### src/rtl/tank_sprite_fetch_if.sv
// ---------------------------------------------------------------------------
// tank_sprite_fetch_if
//
// Groups the signals that connect the tank sprite fetch controller to
// the line timing logic, the sprite ROM and the per-tank line buffers.
//
//   line_start   line timing -> fetch   start-of-hblank pulse
//   NextY        line timing -> fetch   next display line
//   TankOneY/Dir game logic  -> fetch   tank one top edge / orientation
//   TankTwoY/Dir game logic  -> fetch   tank two top edge / orientation
//   rom_rd       fetch -> ROM           read strobe
//   rom_addr     fetch -> ROM           {tank, dir, row, word}
//   rom_data     ROM -> fetch           read data, fixed latency
//   lb_we/sel/word/data  fetch -> line buffers  one sprite word write
//   row_valid    fetch -> color mapper  which tanks cover the next line
//   busy/done/overrun    fetch -> status
//
// The fetch controller uses the master modport; the surrounding system
// (or a testbench) uses the slave modport.
// ---------------------------------------------------------------------------
interface tank_sprite_fetch_if;
  logic        line_start;
  logic [9:0]  NextY;
  logic [9:0]  TankOneY;
  logic [9:0]  TankTwoY;
  logic [1:0]  TankOneDir;
  logic [1:0]  TankTwoDir;

  logic        rom_rd;
  logic [9:0]  rom_addr;
  logic [31:0] rom_data;

  logic        lb_we;
  logic        lb_sel;
  logic [1:0]  lb_word;
  logic [31:0] lb_data;

  logic [1:0]  row_valid;
  logic        busy;
  logic        done;
  logic        overrun;

  modport master (
    input  line_start, NextY, TankOneY, TankTwoY, TankOneDir, TankTwoDir,
    input  rom_data,
    output rom_rd, rom_addr,
    output lb_we, lb_sel, lb_word, lb_data,
    output row_valid, busy, done, overrun
  );

  modport slave (
    output line_start, NextY, TankOneY, TankTwoY, TankOneDir, TankTwoDir,
    output rom_data,
    input  rom_rd, rom_addr,
    input  lb_we, lb_sel, lb_word, lb_data,
    input  row_valid, busy, done, overrun
  );
endinterface

### src/rtl/tank_sprite_fetch.sv
// ---------------------------------------------------------------------------
// tank_sprite_fetch
//
// Per-scanline fetch controller for the two tank sprites. On each
// line_start it latches the next line number and both tank positions and
// orientations, decides which tanks cover that line, then reads the
// matching 32-pixel sprite row (four 32-bit words) of each covering tank
// from the single-port sprite ROM and writes it into that tank's line
// buffer.
//
// Ports:
//   clk    system clock
//   rst_n  asynchronous active-low reset
//   bus    tank_sprite_fetch_if.master (see the interface for signals)
//
// Parameters:
//   SPRITE_H       sprite height in lines (row index is 5 bits)
//   WORDS_PER_ROW  ROM words per sprite row (word index is 2 bits)
//   ROM_LATENCY    cycles from rom_rd to valid rom_data, 1..4
// ---------------------------------------------------------------------------
module tank_sprite_fetch #(
  parameter int SPRITE_H      = 32,
  parameter int WORDS_PER_ROW = 4,
  parameter int ROM_LATENCY   = 2
) (
  input  logic                 clk,
  input  logic                 rst_n,
  tank_sprite_fetch_if.master  bus
);

  typedef enum logic [2:0] {
    IDLE,
    CHECK,
    ISSUE1,
    ISSUE2,
    DRAIN,
    DONE
  } state_t;

  localparam logic [1:0] LastWord = 2'(WORDS_PER_ROW - 1);

  // Every tag stage except the output stage; if none of these hold a read
  // then the pipe is empty after the next edge.
  localparam logic [ROM_LATENCY-1:0] EarlyMask = {ROM_LATENCY{1'b1}} >> 1;

  state_t      state_q;
  logic [9:0]  nextY_q;
  logic [9:0]  tankOneY_q;
  logic [9:0]  tankTwoY_q;
  logic [1:0]  dirOne_q;
  logic [1:0]  dirTwo_q;
  logic [1:0]  word_q;
  logic [1:0]  rowValid_q;

  // Read tags travel alongside the ROM latency so that each returned word
  // knows which tank and word slot it belongs to.
  logic [ROM_LATENCY-1:0] tagValid_q;
  logic                   tagTank_q [ROM_LATENCY];
  logic [1:0]             tagWord_q [ROM_LATENCY];

  logic [9:0]  diffOne;
  logic [9:0]  diffTwo;
  logic        hitOne;
  logic        hitTwo;
  logic [1:0]  rowValid_d;
  logic        issue;
  logic        issueTank;
  logic [1:0]  issueDir;
  logic [4:0]  issueRow;
  logic        tagPending;

  // Coverage test on the latched values. The >= guard rules out tanks
  // that start below the line, so the 10-bit subtraction never wraps into
  // a false hit.
  assign diffOne    = nextY_q - tankOneY_q;
  assign diffTwo    = nextY_q - tankTwoY_q;
  assign hitOne     = (nextY_q >= tankOneY_q) && (diffOne < 10'(SPRITE_H));
  assign hitTwo     = (nextY_q >= tankTwoY_q) && (diffTwo < 10'(SPRITE_H));
  assign rowValid_d = {hitTwo, hitOne};

  // Issue-side address fields. The latched values stay stable for the
  // whole fetch, so the row can be derived directly from them.
  assign issue     = (state_q == ISSUE1) || (state_q == ISSUE2);
  assign issueTank = (state_q == ISSUE2);
  assign issueDir  = issueTank ? dirTwo_q : dirOne_q;
  assign issueRow  = issueTank ? diffTwo[4:0] : diffOne[4:0];

  assign tagPending = |(tagValid_q & EarlyMask);

  // Control FSM plus input latches and the read-tag shift register.
  always_ff @(posedge clk or negedge rst_n) begin
    if (!rst_n) begin
      state_q    <= IDLE;
      nextY_q    <= '0;
      tankOneY_q <= '0;
      tankTwoY_q <= '0;
      dirOne_q   <= '0;
      dirTwo_q   <= '0;
      word_q     <= '0;
      rowValid_q <= '0;
      tagValid_q <= '0;
      for (int i = 0; i < ROM_LATENCY; i++) begin
        tagTank_q[i] <= 1'b0;
        tagWord_q[i] <= '0;
      end
    end else begin
      for (int i = ROM_LATENCY - 1; i > 0; i--) begin
        tagValid_q[i] <= tagValid_q[i-1];
        tagTank_q[i]  <= tagTank_q[i-1];
        tagWord_q[i]  <= tagWord_q[i-1];
      end
      tagValid_q[0] <= issue;
      tagTank_q[0]  <= issueTank;
      tagWord_q[0]  <= word_q;

      case (state_q)
        IDLE: begin
          if (bus.line_start) begin
            nextY_q    <= bus.NextY;
            tankOneY_q <= bus.TankOneY;
            tankTwoY_q <= bus.TankTwoY;
            dirOne_q   <= bus.TankOneDir;
            dirTwo_q   <= bus.TankTwoDir;
            state_q    <= CHECK;
          end
        end
        CHECK: begin
          rowValid_q <= rowValid_d;
          word_q     <= '0;
          if (hitOne)      state_q <= ISSUE1;
          else if (hitTwo) state_q <= ISSUE2;
          else             state_q <= DONE;
        end
        ISSUE1: begin
          // The word counter wraps to 0 on the last word, ready for ISSUE2.
          word_q <= word_q + 2'd1;
          if (word_q == LastWord) begin
            state_q <= rowValid_q[1] ? ISSUE2 : DRAIN;
          end
        end
        ISSUE2: begin
          word_q <= word_q + 2'd1;
          if (word_q == LastWord) begin
            state_q <= DRAIN;
          end
        end
        DRAIN: begin
          if (!tagPending) begin
            state_q <= DONE;
          end
        end
        DONE: begin
          state_q <= IDLE;
        end
        default: begin
          state_q <= IDLE;
        end
      endcase
    end
  end

  // ROM side: address forced to zero whenever no read is issued.
  assign bus.rom_rd   = issue;
  assign bus.rom_addr = issue ? {issueTank, issueDir, issueRow, word_q} : '0;

  // Line-buffer side: the output tag stage lines up with returning data.
  assign bus.lb_we   = tagValid_q[ROM_LATENCY-1];
  assign bus.lb_sel  = bus.lb_we & tagTank_q[ROM_LATENCY-1];
  assign bus.lb_word = bus.lb_we ? tagWord_q[ROM_LATENCY-1] : 2'd0;
  assign bus.lb_data = bus.lb_we ? bus.rom_data : 32'd0;

  assign bus.row_valid = rowValid_q;
  assign bus.busy      = (state_q != IDLE);
  assign bus.done      = (state_q == DONE);
  assign bus.overrun   = bus.line_start && (state_q != IDLE);

endmodule

### src/flat_wrapper.sv
// flat-port wrapper written by rule: the top's interface ports become plain ports
module tank_sprite_fetch_flat 
#(
  parameter int SPRITE_H      = 32,
  parameter int WORDS_PER_ROW = 4,
  parameter int ROM_LATENCY   = 2
)
  (clk, rst_n, bus_line_start, bus_NextY, bus_TankOneY, bus_TankTwoY, bus_TankOneDir, bus_TankTwoDir, bus_rom_data, bus_rom_rd, bus_rom_addr, bus_lb_we, bus_lb_sel, bus_lb_word, bus_lb_data, bus_row_valid, bus_busy, bus_done, bus_overrun);
  tank_sprite_fetch_if bus_i ();
  input  logic clk;
  input  logic rst_n;
  input wire logic [$bits(bus_i.line_start)-1:0] bus_line_start;
  input wire logic [$bits(bus_i.NextY)-1:0] bus_NextY;
  input wire logic [$bits(bus_i.TankOneY)-1:0] bus_TankOneY;
  input wire logic [$bits(bus_i.TankTwoY)-1:0] bus_TankTwoY;
  input wire logic [$bits(bus_i.TankOneDir)-1:0] bus_TankOneDir;
  input wire logic [$bits(bus_i.TankTwoDir)-1:0] bus_TankTwoDir;
  input wire logic [$bits(bus_i.rom_data)-1:0] bus_rom_data;
  output wire logic [$bits(bus_i.rom_rd)-1:0] bus_rom_rd;
  output wire logic [$bits(bus_i.rom_addr)-1:0] bus_rom_addr;
  output wire logic [$bits(bus_i.lb_we)-1:0] bus_lb_we;
  output wire logic [$bits(bus_i.lb_sel)-1:0] bus_lb_sel;
  output wire logic [$bits(bus_i.lb_word)-1:0] bus_lb_word;
  output wire logic [$bits(bus_i.lb_data)-1:0] bus_lb_data;
  output wire logic [$bits(bus_i.row_valid)-1:0] bus_row_valid;
  output wire logic [$bits(bus_i.busy)-1:0] bus_busy;
  output wire logic [$bits(bus_i.done)-1:0] bus_done;
  output wire logic [$bits(bus_i.overrun)-1:0] bus_overrun;
  assign bus_i.line_start = bus_line_start;
  assign bus_i.NextY = bus_NextY;
  assign bus_i.TankOneY = bus_TankOneY;
  assign bus_i.TankTwoY = bus_TankTwoY;
  assign bus_i.TankOneDir = bus_TankOneDir;
  assign bus_i.TankTwoDir = bus_TankTwoDir;
  assign bus_i.rom_data = bus_rom_data;
  assign bus_rom_rd = bus_i.rom_rd;
  assign bus_rom_addr = bus_i.rom_addr;
  assign bus_lb_we = bus_i.lb_we;
  assign bus_lb_sel = bus_i.lb_sel;
  assign bus_lb_word = bus_i.lb_word;
  assign bus_lb_data = bus_i.lb_data;
  assign bus_row_valid = bus_i.row_valid;
  assign bus_busy = bus_i.busy;
  assign bus_done = bus_i.done;
  assign bus_overrun = bus_i.overrun;
  tank_sprite_fetch #(.SPRITE_H(SPRITE_H), .WORDS_PER_ROW(WORDS_PER_ROW), .ROM_LATENCY(ROM_LATENCY)) u_core (.clk(clk), .rst_n(rst_n), .bus(bus_i));
endmodule
### config.mk
export PLATFORM = sky130hd
export DESIGN_NAME = tank_sprite_fetch_flat
export DESIGN_NICKNAME = d
export VERILOG_FILES = /design/src/rtl/tank_sprite_fetch_if.sv /design/src/rtl/tank_sprite_fetch.sv /design/src/flat_wrapper.sv
export SDC_FILE = /design/constraint.sdc
export NUM_CORES = 1
export LEC_CHECK = 0
export CORE_MARGIN = 2
export CORE_UTILIZATION = 30
export CTS_BUF_LIST = sky130_fd_sc_hd__clkbuf_8 sky130_fd_sc_hd__clkbuf_16
export DETAILED_ROUTE_END_ITERATION = 16
export SYNTH_ARGS = -nofsm -noshare
export SYNTH_HDL_FRONTEND = slang
export SYNTH_SLANG_ARGS = --single-unit
### constraint.sdc
create_clock -name clk -period 2.34 [get_ports clk]
set_input_delay 0.468 -clock clk [delete_from_list [all_inputs] [get_ports clk]]
set_output_delay 0.468 -clock clk [all_outputs]
set_load 0.1 [all_outputs]
==> results of run 1 <==
## worst reg2reg max path: cells and delay by family (launching register included)
| family | cells | cell delay, ns |
|---|---|---|
| AO/OA/AOI/OAI | 4 | 1.00 |
| AND/OR/NAND/NOR | 3 | 0.58 |
| adder cells (fa/ha/maj) | 1 | 0.28 |
| flip-flops | 1 | 0.45 |
| buffers and inverters | 1 | 0.15 |
## stage by stage
stage | power, W | instances
after global placement | 0.00684 | 585
after detailed placement | 0.00696 | 585
final | 0.00773 | 599
after CTS | 0.00771 | 597
after floorplan | 0.00532 | 331
after global routing | 0.00830 | 599
## flip-flops by register name (all words and copies together), names as in the netlist
register              cells
u_core.bus.row_valid      2
u_core.dirOne_q           2
u_core.dirTwo_q           2
u_core.nextY_q           10
u_core.state_q            3
u_core.tagTank_q          2
u_core.tagValid_q         2
u_core.tagWord_q          4
u_core.tankOneY_q        10
u_core.tankTwoY_q        10
u_core.word_q             2
## where the power goes
group / internal [W] / total, W / switching [W]
logic: 0.00243 / 0.00577 / 0.00334
registers: 0.00121 / 0.00144 / 0.000229
clock network: 0.000213 / 0.000516 / 0.000304
total: 0.00386 / 0.00773 / 0.00387
## placed cells by master (no fill, tap or decap), drive strengths merged, types with 4 or more instances in the layout
cell            n
buf            72
clkdlybuf4s50  67
dfrtp          49
and2           38
nand2          33
o21ai          33
inv            25
nor2           22
ha             21
mux2           17
a21oi          10
nand2b          7
a211oi          6
clkbuf          5
mux2i           4
o21a            4
nor4            4
## synthesized netlist by cell type, types with 3 or more instances
| cell | number | area share |
|---|---|---|
| nand2_1 | 33 | 0.040 |
| nor2b_1 | 3 | 0.0061 |
| xnor2_1 | 3 | 0.0086 |
| a21o_1 | 3 | 0.0074 |
| nor3_1 | 3 | 0.0049 |
| a211o_1 | 3 | 0.0086 |
| a21oi_1 | 9 | 0.015 |
| ha_1 | 21 | 0.086 |
| nand2b_1 | 7 | 0.014 |
| clkbuf_1 | 10 | 0.012 |
| o21ai_0 | 31 | 0.051 |
| mux2i_1 | 4 | 0.013 |
| a211oi_1 | 5 | 0.012 |
| dfrtp_1 | 49 | 0.40 |
| mux2_2 | 15 | 0.055 |
| o21a_1 | 4 | 0.0098 |
| nor2_1 | 21 | 0.026 |
| inv_1 | 25 | 0.031 |
| and2_1 | 38 | 0.078 |
## layer usage
metal	vias to the layer above	wire length, um
met3	6	645
met5	-	0
met1	1320	3730
met4	0	88
li1	1397	-
met2	118	4240
## worst max-delay path by stage
stage | startpoint | to | slack (ns) | cells past startpoint
floorplan | u_core.state_q[2] | bus_rom_addr[7] | -0.32 | 4
global placement | u_core.nextY_q[0] | u_core.state_q[0] | -0.12 | 10
detailed placement | u_core.nextY_q[0] | u_core.state_q[0] | -0.25 | 10
CTS | u_core.nextY_q[0] | bus_rom_addr[6] | -0.32 | 9
global route | u_core.nextY_q[0] | bus_rom_addr[6] | -0.39 | 9
finish | u_core.nextY_q[0] | bus_rom_addr[6] | -0.30 | 9
## cell type report
class,count,area share
timing repair buffer,139,0.349
clock inverter,3,0.00402
tap,133,0.0315
sequential,49,0.232
clock buffer,5,0.0130
multi-input combinational,244,0.351
inverter,26,0.0192
## what timing repair did
action | in CTS | in global routing
buffers inserted | 4 | 2
setup endpoints to repair | 8 | 9
pin swaps | 8 | 7
gates resized for setup | 11 | 2
## logic make-up (layout without fill, tap and decap cells)
group / count (synthesis) / after routing / synth area share
compound gates: 74 / 74 / 0.154
mux: 21 / 21 / 0.0756
xor+xnor: 4 / 4 / 0.0114
simple gates: 122 / 122 / 0.211
fa+ha+maj: 23 / 23 / 0.0989
buf+inv: 38 / 173 / 0.0482
flops: 49 / 49 / 0.400
==> out/metrics.csv, run 1 <==
stage;metric;value;unit
clocking;postCtsHoldBufs;0;
sta;timing.slew.headroom;0.586;
placement;hpwl;6930;um
sta;slew_viol_final;0;
final_layout;nFillCells;898;
worst_hold_path;hp-class;input pin to asynchronous set/reset pin;
synthesis;synth.yosys.seq_area_share;0.400;
synthesis;synth-edff-count;0;
clocking;htree_levels;2;
critical_path;cp_slowest_cell;dfrtp_1;
critical_path;worstPathCellList;inv_2 > ha_4 > inv_2 > fa_2 > a211o_1 > o211ai_1 > a31oi_2 > nor2_4 > buf_12;
grt;use_met2;0.288;
grt;grt_pass1_vias;2896;
sta;hold_viol;0;
final_layout;antenna_cells;0;
critical_path;setup.worst_path.end_class;output port;
critical_path;rr_worst_depth;9;
drt;routed_wl;8700;um
critical_path;reg2reg_to;u_core.state_q[0];
final_layout;final_area;0.00529;mm2
drt;drt_iter0_markers;76;
final_layout;fin_nets;557;
sta;holdWs;0.253;ns
grt;grt_pass1_wl;14500;um
critical_path;critPathTopFamily;compound AO/OA/AOI/OAI gates;
power_and_ir_drop;power.density;1460;mW/mm2
critical_path;timing.critical_path.mode_cell;inv_2;
sta;period_needed;2.64;ns
clocking;cts_buffers;5;
drt;viasPerCell;4.74;
clocking;clk_latency;0.31;ns
critical_path;cp.arrival;2.18;ns
drt;drtPass1Iterations;4;
floorplan;die_height;105;um
critical_path;cp_slowest_stage_delay;0.38;ns
flow_run;max_cap_violations;0;
synthesis;synth_flop_cell;dfrtp_1;
critical_path;r2r_setup_slack;-0.22;ns
run_status;run_status;finished with violations;
placement;routabilityCongestion;0.814;
floorplan;coreArea;0.00986;mm2
sta;fin_ws;-0.304;ns
synthesis;synthCells;331;
floorplan;rows;36;
grt;grt_use_met3;0.0405;
final_layout;multi_input_area;0.00186;mm2
clocking;clk_pin_slew;0.09;ns
synthesis;synth.distinct_cells;50;
critical_path;reg2reg_from;u_core.nextY_q[1];
floorplan;die_width;105;um
power_and_ir_drop;cellLeakagePower;2.24;nW
sta;timing.fmax;378;MHz
grt;grt-ovfl-total;0;
grt;grt_usage;0.162;
synthesis;async_flop_share;1.00;
final_layout;regArea;0.00123;mm2
run_status;violations;setup timing;
sta;rsz0062_at_grt;true;
placement;dp_slack;-0.250;ns
clocking;clockBufferDepth;2;
drt;vias;2841;
floorplan;start_util;0.311;
clocking;cts_root_buffer;clkbuf_8;
final_layout;syn_to_final_growth;72.6;%
drt;ant_nets;0;
critical_path;critPathKind;flip-flop to output port;
floorplan;die-area;0.0110;mm2
grt;top_usage_layer;met2;
placement;postPlaceCellArea;0.00511;mm2
final_layout;utilization;0.536;
sta;finalSetupTns;-1.30;ns
clocking;cts_tree;done;
floorplan;boundaryPins;121;
clocking;cts.sinks;49;
synthesis;syn-mean-instance-area;9.25;um2
sta;finClkSkew;0.0119;ns
placement;port_buffers;120;
critical_path;crit_fanout;3;
grt;grt_start_max_net_pins;55;
power_and_ir_drop;vdd_drop_max;0.000624;V
synthesis;yosysWarnings;0;
drt;drc;0;
sta;setup_viol_count_final;8;
synthesis;netlist_area;0.00306;mm2
synthesis;synth_seq_cells;49;
critical_path;required;1.87;ns
critical_path;worst_setup_path_start_kind;flip-flop;
grt;grt_util_met1;0.193;
final_layout;drive_gt1_frac;0.343;
sta;worst_pin_slew;0.621;ns
drt;wl_per_cell;14.5;um
critical_path;crit_buf_inv;3;
grt;antenna_found_initial;0;
sta;period_share;1.13;
synthesis;syn_nets;423;
Power figures use the tool's default switching activity.
==> run 2: changes to the inputs <==
- GPL_TIMING_DRIVEN: not set -> 0
==> run 2 against run 1 <==
- the run still ends with setup timing left
- power shrank 2.4%
- setup slack lost 0.081 ns
- global-route usage shrank 0.82 points
- via count shrank 1.8%
- cell area shrank 11%
- combinational power shrank 6.8%
- count of clock-buffer cells in the layout is the same
- sequential cell count is the same
- sequential power is essentially flat
- non-clock buffer count shrank 1
- clock power grew 38%
- sequential share of layout area grew 2.8 points
- largest cell class unchanged
- highest routed layer unchanged
==> out/metrics.csv, run 2 (synthesis results as in run 1) <==
stage;metric;value;unit;change
floorplan;coreArea;0.00986;mm2;unchanged
clocking;htree_levels;2;;unchanged
placement;postPlaceCellArea;0.00457;mm2;was 0.00511 mm2
power_and_ir_drop;total_power;0.00754;W;was 0.00773 W
grt;grt-ovfl-total;0;;unchanged
critical_path;worstPathCellList;inv_2 > ha_4 > inv_2 > fa_2 > a21o_1 > a211o_1 > a31oi_2 > nor2_4 > buf_12;;was inv_2 > ha_4 > inv_2 > fa_2 > a211o_1 > o211ai_1 > a31oi_2 > nor2_4 > buf_12
placement;dp_cells;585;;unchanged
clocking;cts.sinks;49;;unchanged
sta;hold_viol;0;;unchanged
floorplan;die_height;105;um;unchanged
sta;fin_ws;-0.385;ns;was -0.304 ns
run_status;run_status;finished with violations;;unchanged
drt;wl_per_cell;14.2;um;was 14.5 um
placement;port_buffers;120;;unchanged
final_layout;drive_gt1_frac;0.329;;was 0.343
flow_run;max_cap_violations;0;;unchanged
placement;hpwl;6770;um;was 6930 um
grt;grt_start_max_net_pins;31;;was 55
critical_path;crit_buf_inv;3;;unchanged
clocking;cts_tree;done;;unchanged
floorplan;die_width;105;um;unchanged
sta;timing.slew.headroom;0.344;;was 0.586
grt;antenna_found_initial;0;;unchanged
sta;finClkSkew;0.00757;ns;was 0.0119 ns
final_layout;final_area;0.00472;mm2;was 0.00529 mm2
worst_hold_path;hp-class;input pin to asynchronous set/reset pin;;unchanged
drt;routed_wl;8490;um;was 8700 um
clocking;cts_root_buffer;clkbuf_8;;unchanged
critical_path;required;1.87;ns;about the same
sta;period_needed;2.72;ns;was 2.64 ns
drt;viasPerCell;4.67;;was 4.74
drt;ant_nets;0;;unchanged
grt;grt_usage;0.153;;was 0.162
power_and_ir_drop;vdd_drop_max;0.000504;V;was 0.000624 V
critical_path;cp_slowest_stage_delay;0.38;ns;about the same
placement;dp_slack;-1.07;ns;was -0.250 ns
final_layout;fin_cells;598;;was 599
final_layout;largestRegisters;u_core.nextY_q (10), u_core.tankOneY_q (10), u_core.tankTwoY_q (10);;unchanged
sta;worst_pin_slew;0.982;ns;was 0.621 ns
drt;drtPass1Iterations;4;;unchanged
floorplan;die-area;0.0110;mm2;unchanged
drt;drc;0;;unchanged
floorplan;boundaryPins;121;;unchanged
clocking;clk_latency;0.31;ns;about the same
clocking;postCtsHoldBufs;0;;unchanged
sta;slew_viol_final;0;;unchanged
grt;grt_pass1_vias;2712;;was 2,896
critical_path;timing.critical_path.mode_cell;inv_2;;unchanged
power_and_ir_drop;cellLeakagePower;2.14;nW;was 2.24 nW
critical_path;cp_slowest_cell;dfrtp_1;;unchanged
final_layout;syn_to_final_growth;54.1;%;was 72.6%
final_layout;layout_commonest_cell;clkdlybuf4s50_1;;unchanged
critical_path;crit_fanout;3;;unchanged
critical_path;worst_setup_path_start_kind;flip-flop;;unchanged
critical_path;setup.worst_path.end_class;output port;;unchanged
run_status;violations;setup timing;;unchanged
critical_path;critPathTopFamily;compound AO/OA/AOI/OAI gates;;unchanged
final_layout;layout_common_cells;clkdlybuf4s50_1, dfrtp_1, buf_2, nand2_1, and2_2;;was clkdlybuf4s50_1, buf_12, dfrtp_1, nand2_1, and2_2
drt;drt_iter0_markers;132;;was 76
final_layout;nFillCells;935;;was 898
clocking;cts_buffers;5;;unchanged
sta;timing.fmax;367;MHz;was 378 MHz
floorplan;start_util;0.311;;unchanged
grt;grt_pass1_wl;13500;um;was 14,500 um
power_and_ir_drop;power.density;1600;mW/mm2;was 1460 mW/mm2
drt;vias;2790;;was 2,841
sta;rsz0062_at_grt;true;;unchanged
final_layout;fin_nets;556;;was 557
placement;routabilityCongestion;0.807;;was 0.814
sta;period_share;1.16;;was 1.13
floorplan;rows;36;;unchanged
sta;setup_viol_count_final;7;;was 8
critical_path;cp.arrival;2.26;ns;was 2.18 ns
sta;finalSetupTns;-1.50;ns;was -1.30 ns
clocking;clk_pin_slew;0.09;ns;about the same
clocking;clockBufferDepth;2;;unchanged
critical_path;critPathKind;flip-flop to output port;;unchanged
final_layout;antenna_cells;0;;unchanged
-- run 2: where the power goes --
group          internal [W]  switching (W)  leakage (nW)
clock              0.000425       0.000286        0.0681
sequential          0.00121       0.000238         0.614
combinational       0.00206        0.00331          1.46
-- run 2: worst reg2reg max path: cells and delay by family, from the launching register on --
kind,cells,cell delay [ns]
AO/OA/AOI/OAI,4,0.87
adder cells (fa/ha/maj),2,0.50
flip-flops,1,0.38
buffers and inverters,3,0.32
AND/OR/NAND/NOR,2,0.26
multiplexers,1,0.10
-- run 2: what timing repair did --
action | 4_1_cts | 5_1_grt
hold endpoints to repair | 0 | 0
endpoints found under the setup margin | 54 | 36
resized for setup | 236 | 48
pin swaps | 10 | 10
buffers inserted | 4 | 3
-- run 2: final cells by class --
| class | count | area (um2) | share of cell area |
|---|---|---|---|
| multi-input cells | 244 | 1910 | 0.404 |
| flip-flops and latches | 49 | 1230 | 0.260 |
| repair buffers | 127 | 1120 | 0.238 |
| well taps | 133 | 166 | 0.0353 |
| inverters | 26 | 101 | 0.0215 |
| clock buffers | 5 | 68.8 | 0.0146 |
| clock inverters | 3 | 65.1 | 0.0138 |
| plain buffers | 11 | 57.6 | 0.0122 |
-- run 2: metal layers --
metal | vias up | track usage | share of wire
met3 | 5 | 0.0337 | 0.067
met1 | 1275 | 0.184 | 0.43
met4 | 0 | 0.0457 | 0.012
met5 | - | 0 | 0
met2 | 111 | 0.274 | 0.50
li1 | 1399 | - | -
-- run 2: worst paths after layout --
kind	start	end	slack [ns]	depth (start not counted)
max in group asynchronous	rst_n	u_core.state_q[2]	1.72	2
min in group clk	u_core.tagWord_q[3]	u_core.tagWord_q[1]	0.35	0
hold reg to reg	u_core.tagWord_q[3]	u_core.tagWord_q[1]	0.35	0
setup / recovery	u_core.nextY_q[0]	bus_rom_addr[6]	-0.38	9
setup reg to reg	u_core.nextY_q[0]	u_core.state_q[0]	-0.21	12
hold / removal	rst_n	u_core.tankOneY_q[3]	0.1	1
-- run 2: stage by stage --
step	hold slack, ns	util
after floorplan	0.172	-
after global placement	0.335	0.462
after global routing	0.120	0.478
after detailed placement	0.335	0.463
after CTS	0.112	0.482
final	0.0983	0.478
==> variant 1 (settings of run 2) <==
Encoding of `state_t`: now one-hot (6 bits for 6 states).
--- a/src/rtl/tank_sprite_fetch.sv
+++ b/src/rtl/tank_sprite_fetch.sv
@@ -29,11 +29,11 @@
 );
 
-  typedef enum logic [2:0] {
-    IDLE,
-    CHECK,
-    ISSUE1,
-    ISSUE2,
-    DRAIN,
-    DONE
+  typedef enum logic [5:0] {
+    IDLE   = 6'b000001,
+    CHECK  = 6'b000010,
+    ISSUE1 = 6'b000100,
+    ISSUE2 = 6'b001000,
+    DRAIN  = 6'b010000,
+    DONE   = 6'b100000
   } state_t;
 
Check against the original RTL: no difference found for any inputs over 10 cycles, from zero or initial values and one cycle with rst_n low; not proved beyond that.
==> variant 1 against run 2 <==
  * The run still ends with negative setup slack left
  * Power decreased by 9.5%
  * Cell area up 7.2%
  * Wire length up 7.6%
  * Worst setup slack improved by 51 ps
  * Area after synthesis increased by 8.2%
  * Non-clock buffer count shrank 1
  * Register-to-register slack got worse by 40 ps
  * Sequential cell count is 3 higher
  * Critical endpoint unchanged
  * Largest cell class unchanged
  * Highest routed layer unchanged
==> variant 1: results (changes against run 2) <==
Reg2reg end = u_core.state_q[3] (was u_core.state_q[0])
Failing checks = negative setup slack (unchanged)
CP arrival = 2210 ps (was 2260 ps)
Syn nets = 412 (was 423)
R2R depth = 11 (was 12)
Fraction of layout cells with a size suffix above 1 = 41.0% (was 32.9%)
GR Layer Usage met1 = 16.0% (was 18.4%)
Final setup fails = 8 (was 7)
Mux cell area share after synthesis = 12.2% (was 7.56%)
Nets = 549 (was 556)
Filler Cell Count = 1040 (was 935)
Global-route wire length before repair = 13.9 mm (was 13.5 mm)
All-layer global routing usage = 15.0% (was 15.3%)
Post-Route WL = 9.14 mm (was 8.49 mm)
Avg Cell Area, Syn = 10.4 um^2 (was 9.25 um^2)
FF-to-FF setup slack = -250 ps (was -210 ps)
Detail Route met3 WL = 865 um (was 567 um)
Met3 usage = 3.59% (was 3.37%)
Total leakage power = 2.28 nW (was 2.14 nW)
XOR/XNOR share of the synthesized area = 2.64% (was 1.14%)
Routed via count = 2957 (was 2790)
Adder-Cell Fraction of Synth Area = 9.14% (was 9.89%)
Internal = 3.69 mW (was 3.70 mW)
Routed length per instance = 15.3 um (was 14.2 um)
Final setup margin = -333 ps (was -385 ps)
Seq/Total Area, Yosys = 39.3% (was 40.0%)
Post-DP HPWL = 7.25 mm (was 6.77 mm)
Initial detailed-routing violation count = 127 (was 132)
Commonest cells in the netlist = dfrtp_1 (51), and2_1 (39), mux2_2 (36) (was dfrtp_1 (49), and2_1 (38), nand2_1 (33))
Cell variety after synth = 55 (was 50)
Top cells by area, synth = dfrtp_1 (39%), mux2_2 (12%), ha_1 (7.9%), and2_1 (7.4%), inv_1 (3.7%) (was dfrtp_1 (40%), ha_1 (8.6%), and2_1 (7.8%), mux2_2 (5.5%), o21ai_0 (5.1%))
Status = finished, violations left (unchanged)
Sequential power = 1.57 mW (was 1.45 mW)
[variant 1: timing repair]
action,CTS,global route
pin swaps,12,13
gates resized for setup,242,69
cloned,0,0
hold endpoints to repair,0,0
setup endpoints to repair,56,48
setup buffers,3,6
[variant 1: cell type report]
cell class                      instances  area, um^2  area share [%]
Multi-Input combinational cell        228        2090            41.2
Sequential cell                        52        1310            25.8
Timing Repair Buffer                  130        1210            23.8
Tap cell                              140         175            3.46
Inverter                               33         128            2.52
Clock buffer                            5        68.8            1.36
Buffer                                  7        46.3           0.915
Clock inverter                          3        42.5           0.841
[variant 1: cell families (layout without fill, tap and decap cells)]
family          Yosys count  after routing
simple gates             89             89
compound gates           70             70
flops                    52             52
buf+inv                  40            178
mux                      36             36
fa+ha+maj                23             23
xor+xnor                 10             10
[variant 1: how the worst max path moves through the flow]
| stage | startpoint | cells after the start | slack, ps | endpoint |
|---|---|---|---|---|
| after floorplan | u_core.state_q[4] | 6 | -470 | u_core.state_q[3] |
| after global placement | u_core.nextY_q[0] | 8 | -1000 | bus_rom_addr[6] |
| after detailed placement | u_core.nextY_q[0] | 8 | -1030 | bus_rom_addr[6] |
| after CTS | u_core.nextY_q[0] | 8 | -350 | bus_rom_addr[6] |
| after global routing | u_core.nextY_q[0] | 9 | -450 | bus_rom_addr[6] |
| final | u_core.nextY_q[0] | 8 | -330 | bus_rom_addr[6] |
[variant 1: through the flow]
step	setup slack, ps	hold WS (ps)	power (mW)
floorplan	-473	172	4.89
global placement	-1000	334	5.70
detailed placement	-1030	335	5.80
CTS	-352	143	6.66
global route	-451	175	7.39
finish	-333	141	6.82
[variant 1: critical path, stage by stage, from the launching register on]
cell and delay, ps:
dfrtp_1 390, inv_2 100, ha_4 140, inv_2 30
fa_2 370, a211oi_2 260, nor2_2 110, o32ai_4 280
buf_12 220
==> variant 2 (flow settings as in run 2) <==
Made on the original files. `ROM_LATENCY` is set to 2 in 2 places; all go to 4.
--- a/src/rtl/tank_sprite_fetch.sv
+++ b/src/rtl/tank_sprite_fetch.sv
@@ -22,5 +22,5 @@
   parameter int SPRITE_H      = 32,
   parameter int WORDS_PER_ROW = 4,
-  parameter int ROM_LATENCY   = 2
+  parameter int ROM_LATENCY   = 4
 ) (
   input  logic                 clk,
--- a/src/flat_wrapper.sv
+++ b/src/flat_wrapper.sv
@@ -4,5 +4,5 @@
   parameter int SPRITE_H      = 32,
   parameter int WORDS_PER_ROW = 4,
-  parameter int ROM_LATENCY   = 2
+  parameter int ROM_LATENCY   = 4
 )
   (clk, rst_n, bus_line_start, bus_NextY, bus_TankOneY, bus_TankTwoY, bus_TankOneDir, bus_TankTwoDir, bus_rom_data, bus_rom_rd, bus_rom_addr, bus_lb_we, bus_lb_sel, bus_lb_word, bus_lb_data, bus_row_valid, bus_busy, bus_done, bus_overrun);
Check against the original RTL: not equivalent (a bounded check fails within 10 cycles, from zero or initial values and one cycle with rst_n low).
==> variant 2 against run 2 <==
  * The run still ends with negative setup slack left
  * Sequential cell count rose by 8
  * Cell area rose by 15%
  * Area after synthesis rose by 10%
  * Die area rose by 9.9%
  * Via count rose by 10%
  * Power rose by 13%
  * Final cell count rose by 8.2%
  * Synthesized cell count rose by 7.9%
  * Worst hold slack got worse by 18 ps
  * Worst setup slack got worse by 92 ps
  * Core utilization rose by 1.7 points
  * Clock skew fell by 0.94 ps
  * Wire length rose by 13%
  * Critical endpoint unchanged
  * Largest cell class unchanged
  * Largest power group unchanged
==> variant 2: results (changes against run 2) <==
Status = finished, violations left (unchanged)
Failing checks = negative setup slack (unchanged)
Top cells by area, synth = dfrtp_1 (42%), ha_1 (7.8%), and2_1 (7.2%), o21ai_0 (5.3%), mux2_2 (4.0%) (was dfrtp_1 (40%), ha_1 (8.6%), and2_1 (7.8%), mux2_2 (5.5%), o21ai_0 (5.1%))
Vias per cell = 4.76 (was 4.67)
Least-Margin Pin Slew = 985 ps (was 982 ps)
Final setup fails = 9 (was 7)
H-tree depth = 3 (was 2)
Clock Skew = 6.63 ps (was 7.57 ps)
Clock transition at path regs = 60 ps (was 90 ps)
All-layer global routing usage = 16.0% (was 15.3%)
Global-route wire length before repair = 14.7 mm (was 13.5 mm)
Clock Tree Root = clkbuf_16 (was clkbuf_8)
Fraction of layout cells with a size suffix above 1 = 33.3% (was 32.9%)
Filler Cell Count = 1048 (was 935)
CP arrival = 2350 ps (was 2260 ps)
Post-DP HPWL = 7.14 mm (was 6.77 mm)
Global placement routability congestion = 0.795 (was 0.807)
Max VDD drop = 0.685 mV (was 0.504 mV)
Seq/Total Area, Yosys = 42.2% (was 40.0%)
PortBufs = 120 (unchanged)
Internal = 4.83 mW (was 3.70 mW)
Drt pass-1 iters = 4 (unchanged)
Largest regs = u_core.nextY_q: 10 flops, u_core.tankOneY_q: 10 flops, u_core.tankTwoY_q: 10 flops (unchanged)
Nets = 594 (was 556)
Syn nets = 449 (was 423)
Vias in the first global route = 2973 (was 2712)
Largest net degree at the start of global routing = 41 (was 31)
DP Area = 4880 um^2 (was 4570 um^2)
Synthesis Warnings = 0 (unchanged)
Initial detailed-routing violation count = 115 (was 132)
Clk Latency, worst-skew pair = 330 ps (was 310 ps)
Post-Route WL = 9.58 mm (was 8.49 mm)
Cell variety after synth = 54 (was 50)
Ant. Diodes = 0 (unchanged)
Total leakage power = 2.51 nW (was 2.14 nW)
TritonCTS Buffers = 9 (was 5)
Commonest cells in the netlist = dfrtp_1 (57), and2_1 (39), o21ai_0 (36) (was dfrtp_1 (49), and2_1 (38), nand2_1 (33))
Final setup margin = -477 ps (was -385 ps)
-- variant 2: cell types whose count changed after synthesis, sizes merged, moves of 3 or more --
cell and delta:
nor2b +4, buf +3, nor2 -5, nor4 -3, mux2 -3, inv +6, dfrtp +8, o41ai +3
a21oi +5, o21ai +4
-- variant 2: layer usage --
| layer | GRT usage, % | part of all wire [%] | wire, um | vias up |
|---|---|---|---|---|
| met3 | 5.17 | 9.2 | 882 | 6 |
| met4 | 4.20 | 0.89 | 85 | 0 |
| met5 | 0 | 0 | 0 | - |
| met1 | 19.8 | 44 | 4230 | 1442 |
| li1 | - | - | - | 1524 |
| met2 | 26.8 | 46 | 4380 | 105 |
-- variant 2: per-stage QoR --
step / util [%] / std cells / TNS, ps / total power [mW] / setup slack, ps
floorplan: - / 357 / -1780 / 5.10 / -424
global placement: 44.5 / 617 / -74760 / 6.02 / -1130
detailed placement: 44.6 / 618 / -20640 / 6.10 / -1130
CTS: 49.9 / 643 / -1540 / 8.33 / -429
global route: 49.5 / 647 / -3420 / 9.13 / -565
finish: 49.5 / 647 / -2670 / 8.52 / -477
-- variant 2: what timing repair did --
action                     in CTS  in global routing
buffers inserted                9                  5
pin swaps                      13                 11
gates resized for setup       239                 68
setup endpoints to repair      66                 52
hold endpoints to repair        0                  0
-- variant 2: path summary, 6_finish.rpt --
path	cells past startpoint	end	from	slack, ps
worst max-delay path	11	bus_rom_addr[6]	u_core.nextY_q[0]	-480
worst min-delay path	1	u_core.nextY_q[5]	rst_n	80
worst max register to register	13	u_core.state_q[0]	u_core.nextY_q[0]	-390
worst min register to register	0	u_core.tagWord_q[5]	u_core.tagWord_q[7]	350
max in group asynchronous	2	u_core.tagTank_q[3]	rst_n	1690
min in group clk	0	u_core.tagWord_q[5]	u_core.tagWord_q[7]	350
-- variant 2: kinds of logic (layout without fill, tap and decap cells) --
family / count (synthesis) / count (layout) / share of synthesized area (%)
simple gates: 116 / 116 / 18.3
compound gates: 91 / 91 / 17.6
flops: 57 / 57 / 42.2
buf+inv: 46 / 196 / 5.52
fa+ha+maj: 23 / 23 / 8.96
mux: 18 / 18 / 5.85
xor+xnor: 6 / 6 / 1.55
-- variant 2: power groups by stage --
stage / logic [mW] / registers, mW / clock network, mW
5_1_grt: 5.72 / 1.66 / 1.74
6_report: 5.26 / 1.61 / 1.65
4_1_cts: 5.07 / 1.58 / 1.68
3_5_place_dp: 4.50 / 1.60 / 0
2_1_floorplan: 3.47 / 1.63 / 0
3_3_place_gp: 4.43 / 1.59 / 0
-- variant 2: final cells by class --
cell class                      count  share of cell area (%)
Buffer                             14                    1.36
Clock buffer                       11                    4.67
Clock inverter                      5                    2.31
Inverter                           31                    2.15
Multi-Input combinational cell    254                    37.1
Sequential cell                    57                    26.4
Tap cell                          140                    3.24
Timing Repair Buffer              135                    22.8
